## src/rtl/mips_ctrl_pkg.sv

```systemverilog
`default_nettype none
// ============================================================================
// Module      : mips_ctrl_pkg
// Description : Shared opcodes, FSM state codes, datapath select codes and
//               the control-word layout for the multicycle MIPS controller.
// Revision    : 1.0 - initial release
// ============================================================================
package mips_ctrl_pkg;

  // Opcodes (IR[31:26]) understood by the multicycle controller
  localparam logic [5:0] OP_RTYPE = 6'b000000;
  localparam logic [5:0] OP_LW    = 6'b100011;
  localparam logic [5:0] OP_SW    = 6'b101011;
  localparam logic [5:0] OP_BEQ   = 6'b000100;
  localparam logic [5:0] OP_J     = 6'b000010;
  localparam logic [5:0] OP_ADDI  = 6'b001000;

  // Main-control states; encodings 12..15 are unused and recover to FETCH
  typedef enum logic [3:0] {
    S_FETCH   = 4'd0,
    S_DECODE  = 4'd1,
    S_MEMADDR = 4'd2,
    S_MEMRD   = 4'd3,
    S_MEMWB   = 4'd4,
    S_MEMWR   = 4'd5,
    S_REXEC   = 4'd6,
    S_RCOMP   = 4'd7,
    S_IEXEC   = 4'd8,
    S_ICOMP   = 4'd9,
    S_BRANCH  = 4'd10,
    S_JUMP    = 4'd11
  } state_t;

  // ALU operation codes
  localparam logic [1:0] ALUOP_ADD   = 2'b00;
  localparam logic [1:0] ALUOP_SUB   = 2'b01;
  localparam logic [1:0] ALUOP_FUNCT = 2'b10;

  // ALU B-operand selects
  localparam logic [1:0] SRCB_B      = 2'b00;
  localparam logic [1:0] SRCB_FOUR   = 2'b01;
  localparam logic [1:0] SRCB_IMM    = 2'b10;
  localparam logic [1:0] SRCB_IMM_SH = 2'b11;

  // PC source selects
  localparam logic [1:0] PCSRC_ALU    = 2'b00;
  localparam logic [1:0] PCSRC_ALUOUT = 2'b01;
  localparam logic [1:0] PCSRC_JUMP   = 2'b10;

  // Full set of datapath controls driven from one state
  typedef struct packed {
    logic       pc_write;
    logic       pc_write_cond;
    logic       iord;
    logic       mem_read;
    logic       mem_write;
    logic       ir_write;
    logic       mem_to_reg;
    logic       reg_dst;
    logic       reg_write;
    logic       alu_src_a;
    logic [1:0] alu_src_b;
    logic [1:0] alu_op;
    logic [1:0] pc_source;
  } ctrl_word_t;

endpackage
`default_nettype wire

```

## src/rtl/mc_output_decode.sv

```systemverilog
`default_nettype none
// ============================================================================
// Module      : mc_output_decode
// Description : Pure state -> control-word decode for the multicycle main
//               control FSM (Moore outputs before handshake gating).
// Revision    : 1.0 - initial release
// ============================================================================
module mc_output_decode
  import mips_ctrl_pkg::*;
(
  input  state_t     state,
  output ctrl_word_t ctrl
);

  // Each state drives only the controls it needs; everything else stays 0
  always_comb begin
    ctrl = '0;
    case (state)
      S_FETCH: begin
        ctrl.mem_read  = 1'b1;
        ctrl.iord      = 1'b0;
        ctrl.alu_src_a = 1'b0;
        ctrl.alu_src_b = SRCB_FOUR;
        ctrl.alu_op    = ALUOP_ADD;
        ctrl.pc_source = PCSRC_ALU;
        // Qualified with mem_ready at the top level
        ctrl.ir_write  = 1'b1;
        ctrl.pc_write  = 1'b1;
      end
      S_DECODE: begin
        ctrl.alu_src_a = 1'b0;
        ctrl.alu_src_b = SRCB_IMM_SH;
        ctrl.alu_op    = ALUOP_ADD;
      end
      S_MEMADDR, S_IEXEC: begin
        ctrl.alu_src_a = 1'b1;
        ctrl.alu_src_b = SRCB_IMM;
        ctrl.alu_op    = ALUOP_ADD;
      end
      S_MEMRD: begin
        ctrl.mem_read = 1'b1;
        ctrl.iord     = 1'b1;
      end
      S_MEMWB: begin
        ctrl.reg_write  = 1'b1;
        ctrl.mem_to_reg = 1'b1;
        ctrl.reg_dst    = 1'b0;
      end
      S_MEMWR: begin
        ctrl.mem_write = 1'b1;
        ctrl.iord      = 1'b1;
      end
      S_REXEC: begin
        ctrl.alu_src_a = 1'b1;
        ctrl.alu_src_b = SRCB_B;
        ctrl.alu_op    = ALUOP_FUNCT;
      end
      S_RCOMP: begin
        ctrl.reg_write  = 1'b1;
        ctrl.reg_dst    = 1'b1;
        ctrl.mem_to_reg = 1'b0;
      end
      S_ICOMP: begin
        ctrl.reg_write  = 1'b1;
        ctrl.reg_dst    = 1'b0;
        ctrl.mem_to_reg = 1'b0;
      end
      S_BRANCH: begin
        ctrl.alu_src_a     = 1'b1;
        ctrl.alu_src_b     = SRCB_B;
        ctrl.alu_op        = ALUOP_SUB;
        ctrl.pc_write_cond = 1'b1;
        ctrl.pc_source     = PCSRC_ALUOUT;
      end
      S_JUMP: begin
        ctrl.pc_write  = 1'b1;
        ctrl.pc_source = PCSRC_JUMP;
      end
      default: ctrl = '0;
    endcase
  end

endmodule
`default_nettype wire

```

## src/rtl/multicycle_control.sv

```systemverilog
`default_nettype none
// ============================================================================
// Module      : multicycle_control
// Description : Multicycle MIPS main-control FSM. Holds the state register,
//               next-state logic, memory-ready gating of fetch writes and
//               the reset override of every control output.
// Revision    : 1.0 - initial release
// ============================================================================
module multicycle_control
  import mips_ctrl_pkg::*;
(
  input  logic       clk,
  input  logic       rst,
  input  logic [5:0] opcode,
  input  logic       mem_ready,
  output logic       PCWrite,
  output logic       PCWriteCond,
  output logic       IorD,
  output logic       MemRead,
  output logic       MemWrite,
  output logic       IRWrite,
  output logic       MemtoReg,
  output logic       RegDst,
  output logic       RegWrite,
  output logic       ALUSrcA,
  output logic [1:0] ALUSrcB,
  output logic [1:0] ALUOp,
  output logic [1:0] PCSource,
  output logic       illegal_op
);

  state_t     state_q;
  state_t     state_d;
  ctrl_word_t ctrl;
  logic       decode_illegal;
  logic       fetch_wait;

  // State register; reset lands in FETCH on the first edge with rst high
  always_ff @(posedge clk) begin
    if (rst) begin
      state_q <= S_FETCH;
    end else begin
      state_q <= state_d;
    end
  end

  // Next-state selection; opcode is only looked at in DECODE and MEMADDR
  always_comb begin
    state_d        = S_FETCH;
    decode_illegal = 1'b0;
    case (state_q)
      S_FETCH:   state_d = mem_ready ? S_DECODE : S_FETCH;
      S_DECODE: begin
        case (opcode)
          OP_RTYPE:     state_d = S_REXEC;
          OP_LW, OP_SW: state_d = S_MEMADDR;
          OP_BEQ:       state_d = S_BRANCH;
          OP_J:         state_d = S_JUMP;
          OP_ADDI:      state_d = S_IEXEC;
          default: begin
            state_d        = S_FETCH;
            decode_illegal = 1'b1;
          end
        endcase
      end
      S_MEMADDR: state_d = (opcode == OP_LW) ? S_MEMRD : S_MEMWR;
      S_MEMRD:   state_d = mem_ready ? S_MEMWB : S_MEMRD;
      S_MEMWB:   state_d = S_FETCH;
      S_MEMWR:   state_d = mem_ready ? S_FETCH : S_MEMWR;
      S_REXEC:   state_d = S_RCOMP;
      S_RCOMP:   state_d = S_FETCH;
      S_IEXEC:   state_d = S_ICOMP;
      S_ICOMP:   state_d = S_FETCH;
      S_BRANCH:  state_d = S_FETCH;
      S_JUMP:    state_d = S_FETCH;
      default:   state_d = S_FETCH;
    endcase
  end

  mc_output_decode u_output_decode (
    .state (state_q),
    .ctrl  (ctrl)
  );

  // IR and PC only load once the fetch read has actually returned
  assign fetch_wait = (state_q == S_FETCH) && !mem_ready;

  // Drive the datapath controls; reset forces every output low immediately
  always_comb begin
    PCWrite     = ctrl.pc_write & ~fetch_wait;
    PCWriteCond = ctrl.pc_write_cond;
    IorD        = ctrl.iord;
    MemRead     = ctrl.mem_read;
    MemWrite    = ctrl.mem_write;
    IRWrite     = ctrl.ir_write & ~fetch_wait;
    MemtoReg    = ctrl.mem_to_reg;
    RegDst      = ctrl.reg_dst;
    RegWrite    = ctrl.reg_write;
    ALUSrcA     = ctrl.alu_src_a;
    ALUSrcB     = ctrl.alu_src_b;
    ALUOp       = ctrl.alu_op;
    PCSource    = ctrl.pc_source;
    illegal_op  = decode_illegal;
    if (rst) begin
      PCWrite     = 1'b0;
      PCWriteCond = 1'b0;
      IorD        = 1'b0;
      MemRead     = 1'b0;
      MemWrite    = 1'b0;
      IRWrite     = 1'b0;
      MemtoReg    = 1'b0;
      RegDst      = 1'b0;
      RegWrite    = 1'b0;
      ALUSrcA     = 1'b0;
      ALUSrcB     = 2'b00;
      ALUOp       = 2'b00;
      PCSource    = 2'b00;
      illegal_op  = 1'b0;
    end
  end

endmodule
`default_nettype wire

```

## config.mk

```make
export PLATFORM = sky130hd
export DESIGN_NAME = multicycle_control
export DESIGN_NICKNAME = d
export VERILOG_FILES = /design/src/rtl/mips_ctrl_pkg.sv /design/src/rtl/mc_output_decode.sv /design/src/rtl/multicycle_control.sv
export SDC_FILE = /design/constraint.sdc
export NUM_CORES = 1
export LEC_CHECK = 0
export CAP_MARGIN = 20
export CORE_UTILIZATION = 34
export CTS_CLUSTER_SIZE = 20
export DETAILED_ROUTE_END_ITERATION = 12
export HOLD_SLACK_MARGIN = 0.05
export PLACE_DENSITY = 0.72
export SLEW_MARGIN = 10
export SYNTH_ARGS = -nofsm -noshare
export SYNTH_HDL_FRONTEND = slang
export SYNTH_SLANG_ARGS = --single-unit
export TNS_END_PERCENT = 50
```

## constraint.sdc

```tcl
create_clock -name clk -period 2.1 [get_ports clk]
set_input_delay 0.63 -clock clk [delete_from_list [all_inputs] [get_ports clk]]
set_output_delay 0.63 -clock clk [all_outputs]
set_load 0.1 [all_outputs]
```

==> results of run 1 <==
worst min-delay path: stages:
cell,delay (ps)
buf_8,80
buf_6,120
nor4_1,70
what timing repair did:
item | in CTS | in global routing
pin swaps | 6 | 1
buffers inserted | 0 | 3
endpoints found under the setup margin | 17 | 15
gates resized for setup | 36 | 8
cells in the final DEF, fill, tap and decap left out, types with 3 or more instances in the layout:
cell	synthesis	final
clkbuf_4	0	3
nor2_2	0	4
o21ai_0	5	5
nor3_1	5	4
dfxtp_2	0	3
a21oi_1	5	4
buf_6	1	5
nand2_1	5	4
nor2_4	0	5
buf_12	0	17
buf_4	1	24
nor2_1	14	5
final cells by class:
| class | count | area [sq um] | area share |
|---|---|---|---|
| Inverter | 2 | 7.51 | 0.00564 |
| Multi-Input combinational cell | 68 | 558 | 0.420 |
| Tap cell | 15 | 18.8 | 0.0141 |
| Timing Repair Buffer | 52 | 636 | 0.478 |
| Clock buffer | 3 | 22.5 | 0.0169 |
| Sequential cell | 4 | 87.6 | 0.0659 |
metal layers:
layer / share of wire / wire [um] / track usage / vias to the layer above
met3: 0.11 / 391 / 0.0652 / 44
met1: 0.34 / 1160 / 0.323 / 459
li1: - / - / - / 405
met5: 0 / 0 / 0 / -
met4: 0.097 / 332 / 0.110 / 0
met2: 0.45 / 1550 / 0.544 / 112
power by group:
part	switching [uW]	leakage (uW)	internal [uW]
Clock	36.6	0.0000138	64.3
Sequential	5.27	0.0000346	77.3
Combinational	120	0.000458	85.2
Total	162	0.000507	227
worst paths after layout:
path                              start                    end  slack [ps]  depth (start not counted)
setup reg to reg  state_q[1]$_SDFF_PP0_  state_q[2]$_SDFF_PP0_         470                          3
hold reg to reg   state_q[2]$_SDFF_PP0_  state_q[3]$_SDFF_PP0_         710                          2
setup / recovery              opcode[4]             illegal_op        -380                          6
hold / removal                      rst  state_q[3]$_SDFF_PP0_         710                          3
through the flow:
| step | hold slack [ps] | total power, uW | util |
|---|---|---|---|
| 2_1_floorplan | 662 | 179 | - |
| 3_3_place_gp | 700 | 265 | 0.890 |
| 3_5_place_dp | 715 | 270 | 0.890 |
| 4_1_cts | 712 | 368 | 0.928 |
| 5_1_grt | 690 | 403 | 0.962 |
| 6_report | 707 | 389 | 0.962 |
cells by family (layout without fill, tap and decap cells):
| group | after synthesis | after routing | share of synthesized area |
|---|---|---|---|
| AO/OA/AOI/OAI | 24 | 24 | 0.318 |
| XOR/XNOR | 1 | 1 | 0.0165 |
| buffers and inverters | 9 | 57 | 0.0896 |
| flip-flops | 4 | 4 | 0.151 |
| AND/OR/NAND/NOR | 43 | 43 | 0.425 |
==> impl_metrics.tcl, run 1 <==
set metrics [dict create \
    antenna_violations_before_repair 0 \
    avgSynthCellArea_sq_um 6.55 \
    wl_per_cell_um 23.8 \
    number_of_enable_type_register_cells_in_the_synthesized_netlist 0 \
    synth_sequential_area_ratio 0.151 \
    worst-path-max-fanout 2 \
    top_register "state_q" \
    postLayoutCellArea_sq_um 1330 \
    detail_route.vias_per_cell 7.08 \
    timing.setup.critical_path_class "in -> out" \
    grt_pass1_vias 855 \
    placedInstanceArea_sq_um 1230 \
    synth_top_area_cell "dfxtp_1" \
    yosysWarnings 0 \
    post_synth_instance_area_sq_um 531 \
    cap_violations 0 \
    final_worst_path_period_share 1.18 \
    first_pass_iters 5 \
    grt_setup_unrepaired "true" \
    cp_slowest_cell "or4_4" \
    cts.hold.buffers_added 0 \
    min-delay-path-class "in -> reg" \
    drc 0 \
    floorplan.initialDensity 0.384 \
    synth.top_cells.by_area "dfxtp_1 (15%), nor2_1 (9.9%), a21oi_1 (4.7%), nor3_1 (4.7%), o21ai_0 (4.7%)" \
    critical_path.n_buffers_inverters 3 \
    pre_cts_ws_ps -717 \
    min_clock_period_post_route_ps 2480 \
    grt_first_pass_wirelength_um 3960 \
    synth_top_cell_area_share 0.151 \
    cts-root-to-sink-buffers 2 \
    final_cell_count_no_fill 144 \
    final.fill_count 32 \
    path_clk_slew_ps 40 \
    crit_path_cell_trace "buf_6, or4_4, nor3b_2, buf_4, nor4_4, buf_12" \
    design.die.area_sq_um 1720 \
    detailroute.via_count 1020 \
    max_slew_margin 0.687 \
    synth.most_common_cell "nor2_1" \
    cts_tree "done" \
    antennaDiodeCount 0 \
    floorplan.die.width_um 41.5 \
    worst_setup_path_start_kind "primary input" \
    slowest_delay_ps 530 \
    worst_clock_skew_ps 12.0 \
    largest_registers "state_q (4)" \
    largest_register_ff_count 4 \
    io_buffers 25 \
    drt_iter0_markers 110 \
    ant_nets 0 \
    synthArstFlopShare 0 \
    finalHoldViolations 0 \
    post_route_cells_drive_above_1_share 0.628 \
    synth_cells 81 \
    failed_checks "negative setup slack" \
    postSynth.topFlopCell "dfxtp_1" \
    area_delta_synth_final_pct 151 \
    final_nets 140 \
    clk_latency_ps 250 \
    arrival_ps 1850 \
    ir_worst_vdd_v 0.000303 \
    row_count 13 \
    grt_max_degree 14 \
    grtUsageTotal 0.295 \
    finalWirelength_um 3430 \
    worst_slew_pin_slew_ps 465 \
    post_synthesis_sequential_element_count 4 \
    outcome "finished with violations" \
    detailed_place_hpwl_um 1770 \
    cp.required_ps 1470 \
    report.final.slew_viol_count 0 \
    numCtsBuffers 3 \
    syn_nets 90 \
    place.detailed.instances 138 \
    clk_root_buffer_cell "clkbuf_4" \
    critPathCaptureType "output port" \
    synth.cells.most_frequent "nor2_1 (14), a21oi_1 (5), nand2_1 (5), nor3_1 (5), o21ai_0 (5)" \
    max_freq_ghz 0.403 \
    final.setup.worst_slack_ps -379 \
    io-pin-count 26 \
    crit_family "simple AND/OR/NAND/NOR gates" \
    cts_htree_levels 1 \
    cellPowerDensity_nw_per_um2 292 \
    die_outline_height_um 41.5 \
    global_route.overflow_total 0 \
    core_sq_um 1380 \
    clock_sinks 4 \
    synthDistinctLibCells 35 \
    power.leakage_uw 0.000507 \
    finalSetupViolCount 7 \
    rd_place_congestion 0.845 \
    fin_setup_tns_ps -855 \
]
No activity file was read; power rests on OpenSTA's default activity.
==> run 2, diff against run 1 <==
--- a/config.mk
+++ b/config.mk
@@ -11,6 +11,7 @@
 export DETAILED_ROUTE_END_ITERATION = 12
 export HOLD_SLACK_MARGIN = 0.05
 export PLACE_DENSITY = 0.72
+export SETUP_SLACK_MARGIN = 0.3
 export SLEW_MARGIN = 10
 export SYNTH_ARGS = -nofsm -noshare
 export SYNTH_HDL_FRONTEND = slang
==> impl_metrics.tcl, run 2 <==
set metrics [dict create \
    post_synth_xor_area_fraction 0.0165 \
    clock_sinks 4 \
    post_synth_instance_area_sq_um 531 \
    die_outline_height_um 41.5 \
    row_count 13 \
    synth_sequential_area_ratio 0.151 \
    numCtsBuffers 3 \
    clk_root_buffer_cell "clkbuf_4" \
    io_buffers 25 \
    worst_path_end_type "output port" \
    synth.top_cells.by_area "dfxtp_1 (15%), nor2_1 (9.9%), a21oi_1 (4.7%), nor3_1 (4.7%), o21ai_0 (4.7%)" \
    tool.error "[ERROR DPL-0038] Utilization greater than 100%, impossible to legalize" \
    syn_nets 90 \
    rd_place_congestion 0.861 \
    cts_htree_levels 1 \
    synth_top_area_cell "dfxtp_1" \
    synth.most_common_cell "nor2_1" \
    detailed_place_hpwl_um 1950 \
    io-pin-count 26 \
    muxShareOfSynthArea 0 \
    avgSynthCellArea_sq_um 6.55 \
    yosysWarnings 0 \
    floorplan.die.width_um 41.5 \
    synth-simple-area-share 0.425 \
    grt-worst-endpoint "illegal_op" \
    cts-root-to-sink-buffers 2 \
    area_fraction_in_compound_gates_after_synthesis 0.318 \
    largest_family_of_logic_cells_by_synthesized_area "simple AND/OR/NAND/NOR gates" \
    outcome "did not finish" \
    pre_cts_ws_ps -714 \
    cts.hold.buffers_added 0 \
    synth_cells 81 \
    place.detailed.instances 139 \
    postSynth.topFlopCell "dfxtp_1" \
    post_synthesis_sequential_element_count 4 \
    synth.cells.most_frequent "nor2_1 (14), a21oi_1 (5), nand2_1 (5), nor3_1 (5), o21ai_0 (5)" \
    synthArstFlopShare 0 \
    floorplan.initialDensity 0.384 \
    number_of_enable_type_register_cells_in_the_synthesized_netlist 0 \
    synth_top_cell_area_share 0.151 \
    synthAdderAreaFrac 0 \
    synthDistinctLibCells 35 \
    grt_max_degree 15 \
    failed_stage "global routing" \
]
## run 2: cell counts after synthesis
Identical to the previous run, type by type.
## run 2: through the flow
| stage | utilization | TNS (ps) | cell area [sq um] |
|---|---|---|---|
| CTS | 0.977 | -705 | 1350 |
| floorplan | - | -2840 | 701 |
| global placement | 0.903 | -6360 | 1250 |
| detailed placement | 0.903 | -7000 | 1250 |
## run 2: cell families after synthesis
| family | count (synthesis) |
|---|---|
| simple gates | 43 |
| compound gates | 24 |
| buf+inv | 9 |
| flops | 4 |
| xor+xnor | 1 |
## run 2: repair_timing
item                                    CTS
pin swaps                                11
gates resized for setup                  48
endpoints found under the hold margin     0
endpoints found under the setup margin   21
setup buffers                             2
==> run 3, diff against run 2 <==
--- a/config.mk
+++ b/config.mk
@@ -6,12 +6,10 @@
 export NUM_CORES = 1
 export LEC_CHECK = 0
 export CAP_MARGIN = 20
-export CORE_UTILIZATION = 34
-export CTS_CLUSTER_SIZE = 20
+export CORE_AREA = 2 2 63 65
 export DETAILED_ROUTE_END_ITERATION = 12
-export HOLD_SLACK_MARGIN = 0.05
-export PLACE_DENSITY = 0.72
-export SETUP_SLACK_MARGIN = 0.3
+export DIE_AREA = 0 0 65 67
+export PLACE_DENSITY_LB_ADDON = 0.15
 export SLEW_MARGIN = 10
 export SYNTH_ARGS = -nofsm -noshare
 export SYNTH_HDL_FRONTEND = slang
==> constraint.sdc (replaced) <==
create_clock -name clk -period 2.7 [get_ports clk]
set_input_delay 0.81 -clock clk [delete_from_list [all_inputs] [get_ports clk]]
set_output_delay 0.81 -clock clk [all_outputs]
set_load 0.1 [all_outputs]
==> impl_metrics.tcl, run 3 (synthesis results as in run 1) <==
set metrics [dict create \
    worst_setup_path_start_kind "primary input" \
    finalHoldViolations 0 \
    row_count 22 \
    arrival_ps 1970 \
    largest_register_ff_count 4 \
    finalSetupViolCount 1 \
    floorplan.die.width_um 65 \
    core_sq_um 3610 \
    mostFrequentLayoutCell "buf_4" \
    hold_slack_ps 806 \
    crit_family "simple AND/OR/NAND/NOR gates" \
    wl_per_cell_um 11.6 \
    clk_root_buffer_cell "clkbuf_8" \
    cts.hold.buffers_added 0 \
    min_clock_period_post_route_ps 2780 \
    pre_cts_ws_ps -479 \
    critPathCaptureType "output port" \
    area_delta_synth_final_pct 145 \
    worst_slew_pin_slew_ps 608 \
    detail_route.vias_per_cell 4.37 \
    top_register "state_q" \
    drt_iter0_markers 8 \
    clk_latency_ps 220 \
    critical_path.n_buffers_inverters 3 \
    antennaDiodeCount 0 \
    crit_path_cell_trace "buf_6, or4_4, nor3b_2, buf_4, nor4_4, buf_12" \
    clock_sinks 4 \
    failed_checks "negative setup slack" \
    max_freq_ghz 0.360 \
    numCtsBuffers 3 \
    largest_registers "state_q (4)" \
    outcome "finished with violations" \
    grtUsageTotal 0.0979 \
    final.setup.worst_slack_ps -78.8 \
    ir_worst_vdd_v 0.0000891 \
    finalWirelength_um 2020 \
    cp.required_ps 1890 \
    grt_max_degree 19 \
    fin_setup_tns_ps -78.8 \
    cp_slowest_cell "or4_4" \
    timing.setup.critical_path_class "in -> out" \
    path_clk_slew_ps 30 \
    min-delay-path-class "reg -> reg" \
    worst-path-max-fanout 2 \
    layout_common_cells "buf_4 (25), buf_12 (17), nor2_1 (7), o21ai_0 (5)" \
    ant_nets 0 \
    max_slew_margin 0.594 \
    design.die.area_sq_um 4360 \
    cap_violations 0 \
    antenna_violations_before_repair 0 \
    grt_first_pass_wirelength_um 3390 \
    power.leakage_uw 0.000488 \
    io-pin-count 26 \
    worst_clock_skew_ps 2.23 \
    cts_tree "done" \
    post_route_cells_drive_above_1_share 0.551 \
    first_pass_iters 4 \
    floorplan.initialDensity 0.147 \
    io_buffers 25 \
    cts-root-to-sink-buffers 2 \
    cellPowerDensity_nw_per_um2 256 \
    detailed_place_hpwl_um 1620 \
    rd_place_congestion 0.782 \
    global_route.overflow_total 0 \
    grt_pass1_vias 709 \
    report.final.slew_viol_count 0 \
    drc 0 \
    grt_setup_unrepaired "true" \
    die_outline_height_um 67 \
    final_worst_path_period_share 1.03 \
    cts_htree_levels 1 \
    final_nets 138 \
    slowest_delay_ps 530 \
    detailroute.via_count 765 \
]
-- run 3: final cells by class --
type,instances,area (sq um)
inverter,2,7.51
clock buffer,3,41.3
fill,360,2310
multi-input combinational,68,514
sequential,4,80.1
tap,48,60.1
timing repair buffer,50,596
-- run 3: through the flow --
stage | cell area (sq um) | total power [uW] | instances | utilization
floorplan | 622 | 138 | 81 | -
detailed placement | 1240 | 210 | 171 | 0.344
CTS | 1300 | 336 | 174 | 0.361
global placement | 1240 | 209 | 171 | 0.344
finish | 1300 | 333 | 175 | 0.360
global route | 1300 | 348 | 175 | 0.360
-- run 3: per-layer routing --
| metal | vias to the layer above | routed length, um | track usage |
|---|---|---|---|
| li1 | 396 | - | - |
| met1 | 348 | 882 | 0.121 |
| met2 | 19 | 1040 | 0.175 |
| met3 | 2 | 84 | 0.0169 |
| met4 | 0 | 15 | 0.0239 |
| met5 | - | 0 | 0 |
-- run 3: what timing repair did --
action,in CTS,in global routing
resized for setup,19,7
endpoints found under the setup margin,16,4
pin swaps,5,4
buffers inserted,0,1
gates cloned,0,0
-- run 3: report_power, final --
part / switching, uW / internal (uW) / total, uW
registers: 3.68 / 60.9 / 64.6
clock network: 29.8 / 94.9 / 125
logic: 80.9 / 62.3 / 143
total: 114 / 218 / 333
-- run 3: path summary, 6_finish.rpt --
| kind | from | to | slack, ps | cells after the start |
|---|---|---|---|---|
| setup reg to reg | state_q[1]$_SDFF_PP0_ | state_q[2]$_SDFF_PP0_ | 900 | 3 |
| hold / removal | state_q[0]$_SDFF_PP0_ | state_q[2]$_SDFF_PP0_ | 810 | 3 |
| setup / recovery | opcode[0] | illegal_op | -80 | 6 |
| hold reg to reg | state_q[0]$_SDFF_PP0_ | state_q[2]$_SDFF_PP0_ | 810 | 3 |
-- run 3: worst min-delay path: cells and delay by family (launching register included) --
kind	cells	cell delay, ps
simple gates	1	80
buf+inv	1	210
flops	1	380
compound gates	1	80
==> run 4, diff against run 3 <==
--- a/config.mk
+++ b/config.mk
@@ -9,7 +9,9 @@
 export CORE_AREA = 2 2 63 65
 export DETAILED_ROUTE_END_ITERATION = 12
 export DIE_AREA = 0 0 65 67
+export GPL_TIMING_DRIVEN = 1
 export PLACE_DENSITY_LB_ADDON = 0.15
+export SETUP_SLACK_MARGIN = 0.15
 export SLEW_MARGIN = 10
 export SYNTH_ARGS = -nofsm -noshare
 export SYNTH_HDL_FRONTEND = slang
==> impl_metrics.tcl, run 4 (synthesis results as in run 1) <==
set metrics [dict create \
    detailroute.via_count 765 \
    grt_setup_unrepaired "true" \
    power.leakage_uw 0.000474 \
    global_route.overflow_total 0 \
    r2r_start "state_q[1]$_SDFF_PP0_" \
    io_buffers 25 \
    grt_first_pass_wirelength_um 3340 \
    worst-path-max-fanout 2 \
    cap_violations 0 \
    area_delta_synth_final_pct 141 \
    final_nets 134 \
    hold_start "state_q[1]$_SDFF_PP0_" \
    outcome "finished with violations" \
    timing.setup.critical_path_class "in -> out" \
    finalHoldViolations 0 \
    final.setup.worst_slack_ps -70.3 \
    mostFrequentLayoutCell "buf_4" \
    grt_pass1_vias 725 \
    post_route_cells_drive_above_1_share 0.561 \
    finalSetupViolCount 1 \
    detail_route.vias_per_cell 4.47 \
    antennaDiodeCount 0 \
    max_slew_margin 0.769 \
    largest_register_ff_count 4 \
    floorplan.initialDensity 0.147 \
    min_clock_period_post_route_ps 2770 \
    io-pin-count 26 \
    path_clk_slew_ps 30 \
    ant_nets 0 \
    postLayoutCellArea_sq_um 1280 \
    grtUsageTotal 0.0950 \
    drc 0 \
    first_pass_iters 4 \
    ir_worst_vdd_v 0.000108 \
    slowest_delay_ps 530 \
    detailed_place_hpwl_um 1610 \
    top_register "state_q" \
    grt_max_degree 19 \
    place.detailed.instances 167 \
    pre_cts_ws_ps -469 \
    largest_registers "state_q (4)" \
    cts.hold.buffers_added 0 \
    crit_family "simple AND/OR/NAND/NOR gates" \
    antenna_violations_before_repair 0 \
    design.die.area_sq_um 4360 \
    cellPowerDensity_nw_per_um2 255 \
    clock_sinks 4 \
    cts-root-to-sink-buffers 2 \
    fin_setup_tns_ps -70.3 \
    core_sq_um 3610 \
    timing.reg2reg.setup_slack_ps 1100 \
    cts_tree "done" \
    critical_path.n_buffers_inverters 3 \
    row_count 22 \
    hold_slack_ps 673 \
    failed_checks "negative setup slack" \
    clk_root_buffer_cell "clkbuf_8" \
    worst_setup_path_startpoint "opcode[2]" \
    report.final.slew_viol_count 0 \
    drt_iter0_markers 13 \
    cts_htree_levels 1 \
    worst_slew_pin_slew_ps 347 \
    worst_clock_skew_ps 0.251 \
    placedInstanceArea_sq_um 1230 \
    final_cell_count_no_fill 171 \
    critPathCaptureType "output port" \
    min-delay-path-class "reg -> reg" \
    rd_place_congestion 0.763 \
    cp_slowest_cell "or4_4" \
    numCtsBuffers 3 \
    layout_common_cells "buf_4 (21), buf_12 (17), nor2_2 (6)" \
    worst_setup_path_start_kind "primary input" \
    finalWirelength_um 1950 \
    die_outline_height_um 67 \
    crit_path_cell_trace "buf_6, or4_4, nor3b_2, buf_4, nor4_4, buf_12" \
    final_worst_path_period_share 1.03 \
    floorplan.die.width_um 65 \
    cp.required_ps 1890 \
    clk_latency_ps 210 \
    arrival_ps 1960 \
    wl_per_cell_um 11.4 \
    max_freq_ghz 0.361 \
]
## run 4: layout make-up
type | instances | area, sq um
Timing Repair Buffer | 46 | 563
Inverter | 2 | 7.51
Fill cell | 376 | 2330
Sequential cell | 4 | 81.3
Clock buffer | 3 | 41.3
Multi-Input combinational cell | 68 | 527
Tap cell | 48 | 60.1
## run 4: what timing repair did
action                     CTS  global route
setup endpoints to repair   17             4
cloned                       0             0
buffers inserted             1             0
hold endpoints to repair     0             0
pin swaps                    4             1
gates resized for setup     28             2
## run 4: worst register-to-register path, cell delays in order, from the launching register on
cell and delay, ps:
dfxtp_2 510, nand2b_1 280, or4_1 540, a31oi_1 200
## run 4: per-stage QoR
step / total power, uW / utilization
finish: 327 / 0.355
global route: 341 / 0.355
CTS: 330 / 0.353
detailed placement: 207 / 0.342
global placement: 206 / 0.342
floorplan: 139 / -
## run 4: worst paths after layout
path,cells after the start,end
worst max-delay path,6,illegal_op
worst min-delay path,1,state_q[3]$_SDFF_PP0_
worst max register to register,3,state_q[2]$_SDFF_PP0_
worst min register to register,1,state_q[3]$_SDFF_PP0_
## run 4: per-layer routing
metal	track usage	vias to the layer above	wire length (um)
li1	-	387	-
met1	0.126	353	877
met2	0.160	25	942
met3	0.0152	0	125
met4	0.0239	0	0
met5	0	-	0
## run 4: power breakdown
| group | leakage [uW] | internal (uW) | total (uW) | switching, uW |
|---|---|---|---|---|
| sequential | 0.0000330 | 61.0 | 64.7 | 3.70 |
| clock | 0.0000216 | 94.8 | 123 | 28.3 |
| combinational | 0.000419 | 59.3 | 139 | 79.7 |
| total | 0.000474 | 215 | 327 | 112 |
